**config.mk**
```make
export PLATFORM = sky130hd
export DESIGN_NAME = hazard_scoreboard
export DESIGN_NICKNAME = d
export VERILOG_FILES = /design/src/rtl/hazard_scoreboard.sv
export SDC_FILE = /design/constraint.sdc
export NUM_CORES = 1
export LEC_CHECK = 0
export ABC_AREA = 1
export BUFFER_PORTS_ARGS = -buffer_cell sky130_fd_sc_hd__buf_2
export CORE_AREA = 2 2 65 67
export DETAILED_ROUTE_END_ITERATION = 6
export DIE_AREA = 0 0 67 69
export GPL_TIMING_DRIVEN = 0
export PLACE_DENSITY_LB_ADDON = 0.25
export SLEW_MARGIN = 5
export SYNTH_ARGS = -nofsm -noshare
export SYNTH_HDL_FRONTEND = slang
export SYNTH_SLANG_ARGS = --single-unit
```
**constraint.sdc**
```tcl
create_clock -name clk -period 2.26 [get_ports clk]
set_clock_uncertainty 0.1 [all_clocks]
set_input_delay 0.452 -clock clk [delete_from_list [all_inputs] [get_ports clk]]
set_output_delay 0.452 -clock clk [all_outputs]
set_load 0.01 [all_outputs]
```
**src/rtl/hazard_scoreboard.sv**
```systemverilog
// ID-stage hazard controller: stall, flush and branch-forward selects from a shadow of E/M plus a mul/div busy counter.
// Define HAZARD_STATS_EN to add the saturating stall_cycles and flush_count outputs.
module hazard_scoreboard #(
    parameter int MUL_LATENCY = 4
) (
    input  logic       clk,
    input  logic       reset,
    input  logic       validD,
    input  logic [4:0] rs_addrD,
    input  logic [4:0] rt_addrD,
    input  logic       rs_usedD,
    input  logic       rt_usedD,
    input  logic       reg_writeD,
    input  logic [4:0] write_reg_addrD,
    input  logic       mem_to_regD,
    input  logic       mul_startD,
    input  logic       branchD,
    input  logic       pc_srcD,
    output logic       stallF,
    output logic       stallD,
    output logic       stallE,
    output logic       flushD,
    output logic       flushE,
    output logic       fw_branch_a,
    output logic       fw_branch_b,
    output logic       mul_busy
`ifdef HAZARD_STATS_EN
    ,
    output logic [31:0] stall_cycles,
    output logic [15:0] flush_count
`endif
);

    localparam int              CW         = $clog2(MUL_LATENCY) + 1;
    localparam logic [CW-1:0]   MUL_RELOAD = CW'(MUL_LATENCY - 1);
    localparam logic [CW-1:0]   CNT_ONE    = CW'(1);
    localparam bit              MUL_MULTI  = (MUL_LATENCY > 1);

    logic          ve_q, we_q, lde_q, ve_d, we_d, lde_d;
    logic [4:0]    ae_q, ae_d;
    logic          vm_q, wm_q, ldm_q, vm_d, wm_d, ldm_d;
    logic [4:0]    am_q, am_d;
    logic [CW-1:0] cnt_q, cnt_d;

    logic match_e, match_m, lu, bh, busy, stall_int;
    logic flush_e_int, flush_d_int, fw_a_int, fw_b_int;

    function automatic logic src_match(input logic [4:0] a, input logic [4:0] rs, input logic rsu,
                                       input logic [4:0] rt, input logic rtu);
        return (a != 5'd0) && ((rsu && a == rs) || (rtu && a == rt));
    endfunction

    assign match_e = src_match(ae_q, rs_addrD, rs_usedD, rt_addrD, rt_usedD);
    assign match_m = src_match(am_q, rs_addrD, rs_usedD, rt_addrD, rt_usedD);

    assign busy        = (cnt_q != '0);
    assign lu          = validD && ve_q && lde_q && match_e;
    assign bh          = validD && branchD && ((ve_q && we_q && match_e) || (vm_q && ldm_q && match_m));
    assign stall_int   = busy || lu || bh;
    assign flush_e_int = !busy && (lu || bh);
    // A stalled branch has not resolved yet, so it never flushes.
    assign flush_d_int = !stall_int && validD && branchD && pc_srcD;
    assign fw_a_int    = branchD && vm_q && wm_q && !ldm_q && (am_q != 5'd0) && (am_q == rs_addrD);
    assign fw_b_int    = branchD && vm_q && wm_q && !ldm_q && (am_q != 5'd0) && (am_q == rt_addrD);

    assign stallF      = !reset && stall_int;
    assign stallD      = !reset && stall_int;
    assign stallE      = !reset && busy;
    assign mul_busy    = !reset && busy;
    assign flushE      = !reset && flush_e_int;
    assign flushD      = !reset && flush_d_int;
    assign fw_branch_a = !reset && fw_a_int;
    assign fw_branch_b = !reset && fw_b_int;

    always_comb begin
        ve_d  = ve_q;
        we_d  = we_q;
        ae_d  = ae_q;
        lde_d = lde_q;
        vm_d  = vm_q;
        wm_d  = wm_q;
        am_d  = am_q;
        ldm_d = ldm_q;
        cnt_d = cnt_q;
        if (busy) begin
            // The mul holds E; a bubble drains into M behind it.
            vm_d  = 1'b0;
            wm_d  = 1'b0;
            am_d  = 5'd0;
            ldm_d = 1'b0;
            cnt_d = cnt_q - CNT_ONE;
        end else begin
            vm_d  = ve_q;
            wm_d  = we_q;
            am_d  = ae_q;
            ldm_d = lde_q;
            if (flush_e_int || !validD) begin
                ve_d  = 1'b0;
                we_d  = 1'b0;
                ae_d  = 5'd0;
                lde_d = 1'b0;
            end else begin
                ve_d  = 1'b1;
                we_d  = reg_writeD;
                ae_d  = write_reg_addrD;
                lde_d = mem_to_regD;
            end
            if (validD && mul_startD && !stall_int && MUL_MULTI) begin
                cnt_d = MUL_RELOAD;
            end
        end
    end

    always_ff @(posedge clk) begin
        if (reset) begin
            ve_q  <= 1'b0;
            we_q  <= 1'b0;
            ae_q  <= 5'd0;
            lde_q <= 1'b0;
            vm_q  <= 1'b0;
            wm_q  <= 1'b0;
            am_q  <= 5'd0;
            ldm_q <= 1'b0;
            cnt_q <= '0;
        end else begin
            ve_q  <= ve_d;
            we_q  <= we_d;
            ae_q  <= ae_d;
            lde_q <= lde_d;
            vm_q  <= vm_d;
            wm_q  <= wm_d;
            am_q  <= am_d;
            ldm_q <= ldm_d;
            cnt_q <= cnt_d;
        end
    end

`ifdef HAZARD_STATS_EN
    always_ff @(posedge clk) begin
        if (reset) begin
            stall_cycles <= 32'd0;
            flush_count  <= 16'd0;
        end else begin
            if (stallD && stall_cycles != 32'hFFFF_FFFF) begin
                stall_cycles <= stall_cycles + 32'd1;
            end
            if (flushD && flush_count != 16'hFFFF) begin
                flush_count <= flush_count + 16'd1;
            end
        end
    end
`endif

endmodule
```
### After elaboration in Yosys (flattened, before gate mapping)

Index checks and enable logic that the tools add are counted.
Widths: inputs -> output; s select.

* register bits: 19
* bits of input ports: 25
* output and inout bits: 8
* logic and storage cells: 70

* reductions and logical operators: 50
* multiplexer cells: 6
* eq/ne operators: 4
* add/sub/neg operators: 1

Operators with widths (count)
* $logic_and 1x1->1: 33
* $eq 5x5->1: 4
* $reduce_bool 5->1: 2
* $logic_or 1x1->1: 7
* $mux 3: 2
* $logic_not 1->1: 5
* $mux 5: 1
* $mux 1: 3
* $reduce_bool 3->1: 1
* $sub 3x1->3 const B: 1
* $reduce_bool 2->1: 1
* $reduce_or 2->1: 1

### Logic depth before layout (Yosys ltp)

Gate-level depths: netlist of the first run.

* word-level depth: 13
* gate-level depth with buffers: 11
* depth with buffers taken out: 11

### Worst setup path before layout of the first run

No wires, ideal clock.

* path kind: input-to-output
* from: input rs_addrD[3]
* to: output stallF
* path buffers: 2
* data required time: 1.708 ns
* stages on the path: 10
* slack: 0.233 ns
* arrival: 1.475 ns
* cell sequence: inv_1 nor2_1 nor3_2 nand3_1 nand2_1 nand2_1 and2_4 buf_6 o21ai_2 buf_4

* longest elaborated chain between the ends: 9

Ends and longest elaborated chain
* from (decl): RTL line 9 `input logic [4:0] rs_addrD,`
* $eq 5x5->1: RTL line 50 `return (a != 5'd0) && ((rsu && a == rs) || (rtu && a == rt));`
* $logic_and 1x1->1: RTL line 50
* $logic_or 1x1->1: RTL line 50
* $logic_and 1x1->1: RTL line 50
* $logic_and 1x1->1: RTL line 58 `assign bh = validD && branchD && ((ve_q && we_q && match_e) || (vm_q && ldm_q && match_m));`
* $logic_or 1x1->1: RTL line 58
* $logic_and 1x1->1: RTL line 58
* $logic_or 1x1->1 *: RTL line 59 `assign stall_int = busy || lu || bh;`
* $logic_and 1x1->1 *
* to (decl): RTL line 19 `output logic stallF,`

Mark *: on every way between the ends. The rest lies on a longest branch, timed or not.

### Worst setup path after layout of the first run

* from: input rs_addrD[1]
* to: output stallF

* longest elaborated chain between the ends: 9

Ends and longest elaborated chain
* $eq 5x5->1: RTL line 50
* $logic_and 1x1->1: RTL line 50
* $logic_or 1x1->1: RTL line 50
* $logic_and 1x1->1: RTL line 50
* $logic_and 1x1->1: RTL line 58
* $logic_or 1x1->1: RTL line 58
* $logic_and 1x1->1: RTL line 58
* $logic_or 1x1->1 *: RTL line 59
* $logic_and 1x1->1 *: RTL line 66 `assign stallF = !reset && stall_int;`

Marked as above.

==> results.cfg, run 1 <==
[yosys]
syn_area_um2 = 1131
synth-compound-area-share_pct = 8.296
synth_fa_ha_area_share_pct = 2.212
synth_xor_area_share_pct = 5.420
ys_warn_count = 0
syn-num-nets = 202
synth_area_leaders = dfxtp_1 (34%), nand2_1 (12%), nor2_1 (10%)
synth-simple-area-share_pct = 37.83
syn_area_per_cell_um2 = 6.463
ys_ff_latch = 19
yosysTopAreaCellShare_pct = 33.63
netlist-cell-type-count = 24
synth_mux_area_share_pct = 0
yosys.area.top_type = dfxtp_1
synthCells = 175
seq_area_frac_synth_pct = 33.63
synth_top_family_by_area = simple AND/OR/NAND/NOR gates

[clock_network]
cts_max_level = 1
insertion_delay_ns = 0.25
numCtsBuffers = 3
tritoncts = done
cts.sinks = 19
hold_buffers = 0
clk_path_buf_depth = 2
clkSlewWorstSetupHoldPaths_ns = 0.07
ctsRootBufferMaster = clkbuf_8

[power]
p_leak_nw = 0.7603
power.density_nw_per_um2 = 818.4
vdd_ir_drop_max_v = 0.0005094

[detailed_routing]
postRouteAntennaNets = 0
drt_wl_total_um = 2730
via_per_inst = 4.289
drtPass1Iterations = 4
drtIter0Drc = 46
vias = 1158
remaining_drc_errors = 0
wl_per_cell_um = 10.11

[floorplan]
dieArea_um2 = 4623
row_count = 23
chipHeight_um = 69
fp.dieW_um = 67
start_util_pct = 28.90
io_pins = 33
coreArea_um2 = 3914

[hold_path]
whs_path_depth = 3
min_path_type = in2reg

[sta]
fmax_mhz = 447.4
fin_crit_sh_pct = 98.90
timing.hold.ws_ns = 0.3273
setup-violations-final = 0
rsz0062_at_grt = yes
maxSlewViolCount = 0
layout_setup_ws_ns = 0.02490
max_slew_margin_pct = 86.24
worstMarginPinSlew_ns = 0.2061
period_needed_ns = 2.235
fin_setup_tns_ns = 0
hold_viol_final = 0

[critical_path]
critPathLaunchType = input pin
required_ns = 1.71
crit_path_max_fanout = 5
r2r_cells = 10
crit_path_end_kind = output port
arrival_ns = 1.68
critPathKind = in2out

[placement]
place_inst = 257
dp_hpwl_um = 2076
io_buffer_count = 32
globalplace.congestion = 0.7571
pre_cts_ws_ns = -0.09192

[layout]
n_antenna_cell = 0
stdcell_count = 270
syn2layout_area_growth_pct = 34.62
final_common_cell = nand2_1
fin_util_pct = 38.91
layout_common_cells = nand2_1 (33), buf_2 (31), nor2_1 (25)
nets = 248
drive_gt1_share_pct = 38.64

[grt]
grt_first_pass_wirelength_um = 4367
antenna_found_initial = 0
grt_max_degree = 13
overflow = 0
grt_pass1_vias = 1025
track_usage_pct = 12.29

[job]
timing.max_cap.violations = 0

[outcome]
status = completed
[registers in the layout, indices dropped and copies added, names as in the netlist]
signal / count
lde_q: 1
wm_q: 1
ae_q: 5
we_q: 1
ldm_q: 1
am_q: 5
ve_q: 1
vm_q: 1
cnt_q: 3
[cells in the mapped netlist, drive strengths merged]
library cell and count:
and3b 1, and2 1, nor3 2, nand3 16, o21ai 14, a31oi 1
buf 3, xor2 4, nor2 35, ha 2, nand2 37, nand4 4
dfxtp 19, inv 31, xnor2 3, a21oi 2
[where the power goes]
group	switching, W	internal [W]	leakage [nW]
clock network	0.000113	0.000124	0.0217
logic	0.000311	0.000246	0.580
registers	0.0000490	0.000403	0.159
total	0.000474	0.000773	0.760
[per-stage QoR]
stage	instance area, um^2	power (W)
floorplan	1131	0.0007823
global placement	1354	0.0009120
detailed placement	1354	0.0009142
CTS	1446	0.001198
global route	1523	0.001353
finish	1523	0.001246
[what timing repair did]
item / CTS / global route
resized for setup: 13 / 13
endpoints found under the setup margin: 4 / 4
setup buffers: 4 / 6
pin swaps: 7 / 13
endpoints found under the hold margin: 0 / 0
[critical path: stages]
cell     delay (ns)
buf_2          0.12
xor2_1         0.16
nor2_2         0.14
nand4_1        0.11
nand2_1        0.11
nand2_2        0.07
and2_4         0.19
o21ai_2        0.12
buf_4          0.12
buf_6          0.09
[cell type report]
class,count,area (um^2)
well taps,50,62.56
multi-input cells,122,640.6
clock buffers,3,41.29
flip-flops and latches,19,394.1
repair buffers,42,245.2
inverters,31,116.4
fillers,462,2391
clock inverters,1,7.507
plain buffers,2,15.01
[layer usage]
layer	up-vias	share of wire, %	global-route usage (%)
li1	629	-	-
met4	0	0.88	5.442
met2	27	48	20.35
met3	2	4.8	1.631
met5	-	0	0
met1	500	46	15.51
[kinds of logic (layout without fill, tap and decap cells)]
family	count (synthesis)	in the layout
and+or+nand+nor	96	96
buffers and inverters	34	79
DFF	19	19
AOI/OAI and AO/OA	17	17
xor gates and xnor gates	7	7
adders and majority gates	2	2
[final timing paths]
check / from / to / slack (ns)
max: rs_addrD[1] / stallF / 0.02
min: reg_writeD / we_q$_SDFFE_PP0P_ / 0.33
max reg2reg: am_q[1]$_SDFF_PP0_ / ae_q[2]$_SDFFE_PP0P_ / 0.57
min reg2reg: we_q$_SDFFE_PP0P_ / wm_q$_SDFF_PP0_ / 0.36
(Power assumes the default switching activity.)
==> run 2: changes to the inputs <==
PLACE_DENSITY = 0.5   (was default)
PLACE_DENSITY_LB_ADDON = default   (was 0.25)
==> run 2 against run 1 <==
Against the previous run: flip-flop and latch count did not move; core utilization fell by 1.3 points; critical path depth did not move; sequential power barely moved; first-iteration DRC count fell by 54%; register-to-register slack improved by 0.03 ns; critical endpoint is now flushE; routed wire length fell by 1.1%; non-clock buffer count fell by 4.
==> results.cfg, run 2 (synthesis gave the netlist of run 1 again) <==
[floorplan]
start_util_pct = 28.90
coreArea_um2 = 3914
io_pins = 33
chipHeight_um = 69
fp.dieW_um = 67
row_count = 23
dieArea_um2 = 4623

[sta]
period_needed_ns = 2.189
rsz0062_at_grt = yes
hold_viol_final = 0
fmax_mhz = 456.9
fin_crit_sh_pct = 96.84
max_slew_margin_pct = 85.48
maxSlewViolCount = 0
worstMarginPinSlew_ns = 0.2175
setup-violations-final = 0
fin_setup_tns_ns = 0

[placement]
dp_hpwl_um = 2083
globalplace.congestion = 0.7611
io_buffer_count = 32

[layout]
reg.largest.list = ae_q: 5 flops, am_q: 5 flops, cnt_q: 3 flops
nets = 244
layout_common_cells = nand2_1 (35), buf_2 (31), nor2_1 (27)
fin_util_pct = 37.63
syn2layout_area_growth_pct = 30.20
n_antenna_cell = 0
drive_gt1_share_pct = 35.19
final_common_cell = nand2_1

[clock_network]
insertion_delay_ns = 0.25
clk_path_buf_depth = 2
clkSlewWorstSetupHoldPaths_ns = 0.07
tritoncts = done
cts_max_level = 1
cts.sinks = 19
numCtsBuffers = 3
ctsRootBufferMaster = clkbuf_8

[critical_path]
path_cells = buf_2, xor2_1, nor2_2, nand4_1, nand2_1, nand2_1, and2_4, buf_6, nor2_1, buf_2
r2r-end = ae_q[2]$_SDFFE_PP0P_
r2r_cells = 10
critPathLaunchType = input pin
rrSetupSlack_ns = 0.60
crit_path_max_fanout = 4
r2r_start = am_q[1]$_SDFF_PP0_
max_stage_delay_ns = 0.16
critPathSlowestCell = xor2_1
crit_path_end_kind = output port
required_ns = 1.71
arrival_ns = 1.64
critPathKind = in2out

[grt]
grt_max_degree = 12
antenna_found_initial = 0
grt_pass1_vias = 1031
track_usage_pct = 12.28
grt_first_pass_wirelength_um = 4381
overflow = 0

[detailed_routing]
drt_wl_total_um = 2700
wl_per_cell_um = 10.15
via_per_inst = 4.267
drtIter0Drc = 21
postRouteAntennaNets = 0
drtPass1Iterations = 4
remaining_drc_errors = 0
vias = 1135

[outcome]
status = completed

[hold_path]
holdPathEnd = ae_q[3]$_SDFFE_PP0P_
min_path_type = in2reg
min_from = write_reg_addrD[3]
whs_path_depth = 3

[power]
power.density_nw_per_um2 = 830.2
p_leak_nw = 0.7433
vdd_ir_drop_max_v = 0.0005105

[job]
timing.max_cap.violations = 0
-- run 2: layout make-up --
type,instances,area [um^2]
plain buffers,1,7.507
clock buffers,3,41.29
clock inverters,1,5.005
fillers,457,2441
inverters,31,116.4
multi-input cells,122,628.1
flip-flops and latches,19,389.1
well taps,50,62.56
repair buffers,39,222.7
-- run 2: worst max path at each step --
stage                             from  endpoint  slack [ns]
finish                     rs_addrD[1]    flushE        0.07
global route        am_q[2]$_SDFF_PP0_    stallD       -0.05
CTS                 am_q[1]$_SDFF_PP0_    flushE        0.02
detailed placement         rs_addrD[1]    stallF       -0.11
global placement           rs_addrD[1]    stallF        -0.1
floorplan                  rs_addrD[3]    stallF        0.23
-- run 2: repair_timing --
item | CTS | global route
setup buffers | 7 | 0
hold buffers | 0 | 0
resized for setup | 12 | 8
endpoints found under the setup margin | 4 | 4
pin swaps | 6 | 11
-- run 2: where the power goes --
group | internal, W | switching [W]
sequential | 0.000403 | 0.0000467
combinational | 0.000226 | 0.000316
clock | 0.000122 | 0.000108
-- run 2: metrics by stage --
step | hold WS, ns | worst slack (ns) | cells | cell area, um^2 | power (W)
2_1_floorplan | 0.3308 | 0.2335 | 175 | 1131 | 0.0007823
3_3_place_gp | 0.3493 | -0.09569 | 257 | 1354 | 0.0009180
3_5_place_dp | 0.3458 | -0.1064 | 257 | 1354 | 0.0009160
4_1_cts | 0.3307 | 0.01808 | 266 | 1458 | 0.001215
5_1_grt | 0.3440 | -0.04679 | 266 | 1473 | 0.001333
6_report | 0.3284 | 0.07138 | 266 | 1473 | 0.001223
-- run 2: routing by layer --
layer | part of all wire [%] | vias to the layer above | global-route usage, % | wire length [um]
met3 | 4.6 | 2 | 1.468 | 125
met1 | 47 | 485 | 16.00 | 1275
met5 | 0 | - | 0 | 0
met4 | 0.52 | 0 | 4.762 | 14
met2 | 48 | 23 | 20.24 | 1285
li1 | - | 625 | - | -
-- run 2: critical path: cells and delay by family --
family	cells	cell delay [ns]
xor gates and xnor gates	1	0.16
buffers and inverters	3	0.37
and+or+nand+nor	6	0.66
==> run 3: changes to the inputs <==
ABC_AREA = default   (was 1)
CELL_PAD_IN_SITES_DETAIL_PLACEMENT = 0   (was default)
CELL_PAD_IN_SITES_GLOBAL_PLACEMENT = 1   (was default)
CORE_AREA = 2 2 46 90   (was 2 2 65 67)
DIE_AREA = 0 0 48 92   (was 0 0 67 69)
PLACE_DENSITY = 0.65   (was 0.5)
==> run 3 against run 2 <==
Against the previous run: the run now ends with negative setup slack left; hold slack better by 0.020 ns; critical path type is now reg2out; setup slack worse by 0.42 ns; design area up 4.2%; global-route usage up 2.4 points; largest cell class unchanged; critical path depth down 2.
==> results.cfg, run 3 <==
[critical_path]
r2r_start = ae_q[1]$_SDFFE_PP0P_
rrSetupSlack_ns = 0.08
max_stage_delay_ns = 0.38
cp.depth = 8
r2r_cells = 8
critPathSlowestCell = a221o_1
critPathLaunchType = flop
required_ns = 1.71
crit_start = ae_q[1]$_SDFFE_PP0P_
path_cells = xor2_1, nor4_2, nand3_1, a221o_1, buf_6, a31oi_4, buf_6, buf_6
critPathMostFrequentCell = buf_6
crit_path_end_kind = output port
arrival_ns = 2.06
critPathKind = reg2out
critical_path.endpoint = stallF
cp_top_family = compound AO/OA/AOI/OAI gates
crit_path_max_fanout = 5
r2r-end = cnt_q[1]$_SDFFE_PP0P_
cp.buffers_inverters = 3

[detailed_routing]
drtIter0Drc = 15
vias = 1068
drt_wl_total_um = 3122
via_per_inst = 4.684
postRouteAntennaNets = 0
remaining_drc_errors = 0
wl_per_cell_um = 13.69
drtPass1Iterations = 4

[floorplan]
start_util_pct = 28.39
dieArea_um2 = 4416
coreArea_um2 = 3804
io_pins = 33
chipHeight_um = 92
fp.dieW_um = 48
row_count = 32

[grt]
grt_max_degree = 11
antenna_found_initial = 0
grt_first_pass_wirelength_um = 4609
overflow = 0
grt_pass1_vias = 1064
track_usage_pct = 14.68

[sta]
maxSlewViolCount = 0
worstMarginPinSlew_ns = 0.5239
layout_setup_ws_ns = -0.3505
max_slew_margin_pct = 64.94
fin_crit_sh_pct = 115.5
setup-violations-final = 4
hold_viol_final = 0
fin_setup_tns_ns = -1.163
period_needed_ns = 2.610
rsz0062_at_grt = yes
fmax_mhz = 383.1

[power]
p_switching_w = 0.0004705
switching_share_pct = 36.84
power.density_nw_per_um2 = 831.8
pwr-share-comb_pct = 45.3
total_power_w = 0.001277
p_leak_nw = 0.6181
vdd_ir_drop_max_v = 0.0003202
pwr-share-clk_pct = 18.6
p_int_w = 0.0008066
p_seq_share_pct = 36.1

[clock_network]
cts.sinks = 19
tritoncts = done
clk_path_buf_depth = 2
ctsRootBufferMaster = clkbuf_8
clkSlewWorstSetupHoldPaths_ns = 0.07
insertion_delay_ns = 0.26
numCtsBuffers = 3
cts_max_level = 1
hold_buffers = 0

[layout]
nets = 205
syn2layout_area_growth_pct = 42.18
layout_common_cells = buf_2 (31), and2_1 (16), xnor2_1 (13), dfxtp_1 (13), buf_4 (12)
reg.largest.list = ae_q: 5 flops, am_q: 5 flops, cnt_q: 3 flops
drive_gt1_share_pct = 36.16
n_antenna_cell = 0
final_common_cell = buf_2
fillers = 415

[placement]
globalplace.congestion = 0.7132
dp_hpwl_um = 2476
io_buffer_count = 32

[yosys]
syn_area_um2 = 1080
yosys.area.top_type = dfxtp_1
yosysMostFrequentCell = dfxtp_1
synthArstFlopShare_pct = 0
synth_flop_cell = dfxtp_1
synth_commonest_cells = dfxtp_1 (19), and2_1 (16), xnor2_1 (13)
ys_warn_count = 0
synth_area_leaders = dfxtp_1 (35%), xnor2_1 (11%), and2_1 (9.3%)
netlist-cell-type-count = 29
synth_edf_count = 0
syn-num-nets = 158
synthCells = 131
syn_area_per_cell_um2 = 8.243
ys_ff_latch = 19
yosysTopAreaCellShare_pct = 35.23
seq_area_frac_synth_pct = 35.23

[outcome]
status = finished with violations
violations = negative setup slack

[hold_path]
min_path_type = in2reg
whs_path_depth = 2

[job]
timing.max_cap.violations = 0
==> run 3: cell types whose count changed after synthesis, moves of 7 or more <==
cell     delta
nand2_1    -26
inv_1      -23
nor2_1     -23
and2_1     +16
xnor2_1    +10
o21ai_1     -8
a21oi_1     +7
==> run 3: cell families after synthesis <==
kind of cell | synth area share, %
buf+inv | 4.403
flops | 35.23
fa+ha+maj | 2.317
xor+xnor | 17.03
simple gates | 29.20
compound gates | 11.82
==> run 3: routing by layer <==
layer / GRT usage [%] / wire, um / up-vias
met2: 29.89 / 1900 / 27
li1: - / - / 543
met3: 1.772 / 73 / 5
met4: 5.405 / 48 / 0
met1: 12.17 / 1099 / 493
met5: 0 / 0 / -
==> run 3: power groups by stage <==
stage / registers [W] / clock network [W] / logic, W
after floorplan: 0.000447 / 0 / 0.000393
after global placement: 0.000461 / 0 / 0.000531
after detailed placement: 0.000464 / 0 / 0.000538
after CTS: 0.000461 / 0.000243 / 0.000575
after global routing: 0.000471 / 0.000256 / 0.000642
final: 0.000461 / 0.000237 / 0.000578
==> run 3: layout make-up <==
cell class | count | area (um^2) | area share, %
multi-input cells | 102 | 724.4 | 47.19
clock buffers | 4 | 45.04 | 2.934
flip-flops and latches | 19 | 392.9 | 25.59
well taps | 51 | 63.81 | 4.156
inverters | 2 | 7.507 | 0.4890
plain buffers | 8 | 60.06 | 3.912
repair buffers | 42 | 241.5 | 15.73
==> run 3: worst min-delay path by stage <==
stage | startpoint | end | slack (ns)
floorplan | lde_q$_SDFFE_PP0P_ | lde_q$_SDFFE_PP0P_ | 0.34
global placement | ve_q$_SDFFE_PP0P_ | ve_q$_SDFFE_PP0P_ | 0.36
detailed placement | we_q$_SDFFE_PP0P_ | we_q$_SDFFE_PP0P_ | 0.37
CTS | reset | cnt_q[2]$_SDFFE_PP0P_ | 0.35
global route | reset | cnt_q[1]$_SDFFE_PP0P_ | 0.34
finish | reset | cnt_q[2]$_SDFFE_PP0P_ | 0.35
==> run 3: timing repair <==
item                       in CTS  in global routing
pin swaps                      10                  1
resized for setup              18                  6
setup buffers                   8                  2
setup endpoints to repair       5                  5
==> run 3: stage by stage <==
step / instances / instance area [um^2] / hold WS [ns] / setup WS, ns / utilization, %
after CTS: 226 / 1506 / 0.3512 / -0.3513 / 39.61
after detailed placement: 214 / 1329 / 0.3722 / -0.4713 / 34.93
after global routing: 228 / 1535 / 0.3437 / -0.4261 / 40.36
after floorplan: 131 / 1105 / 0.3449 / -0.08087 / -
final: 228 / 1535 / 0.3487 / -0.3505 / 40.36
after global placement: 214 / 1329 / 0.3638 / -0.4810 / 34.93
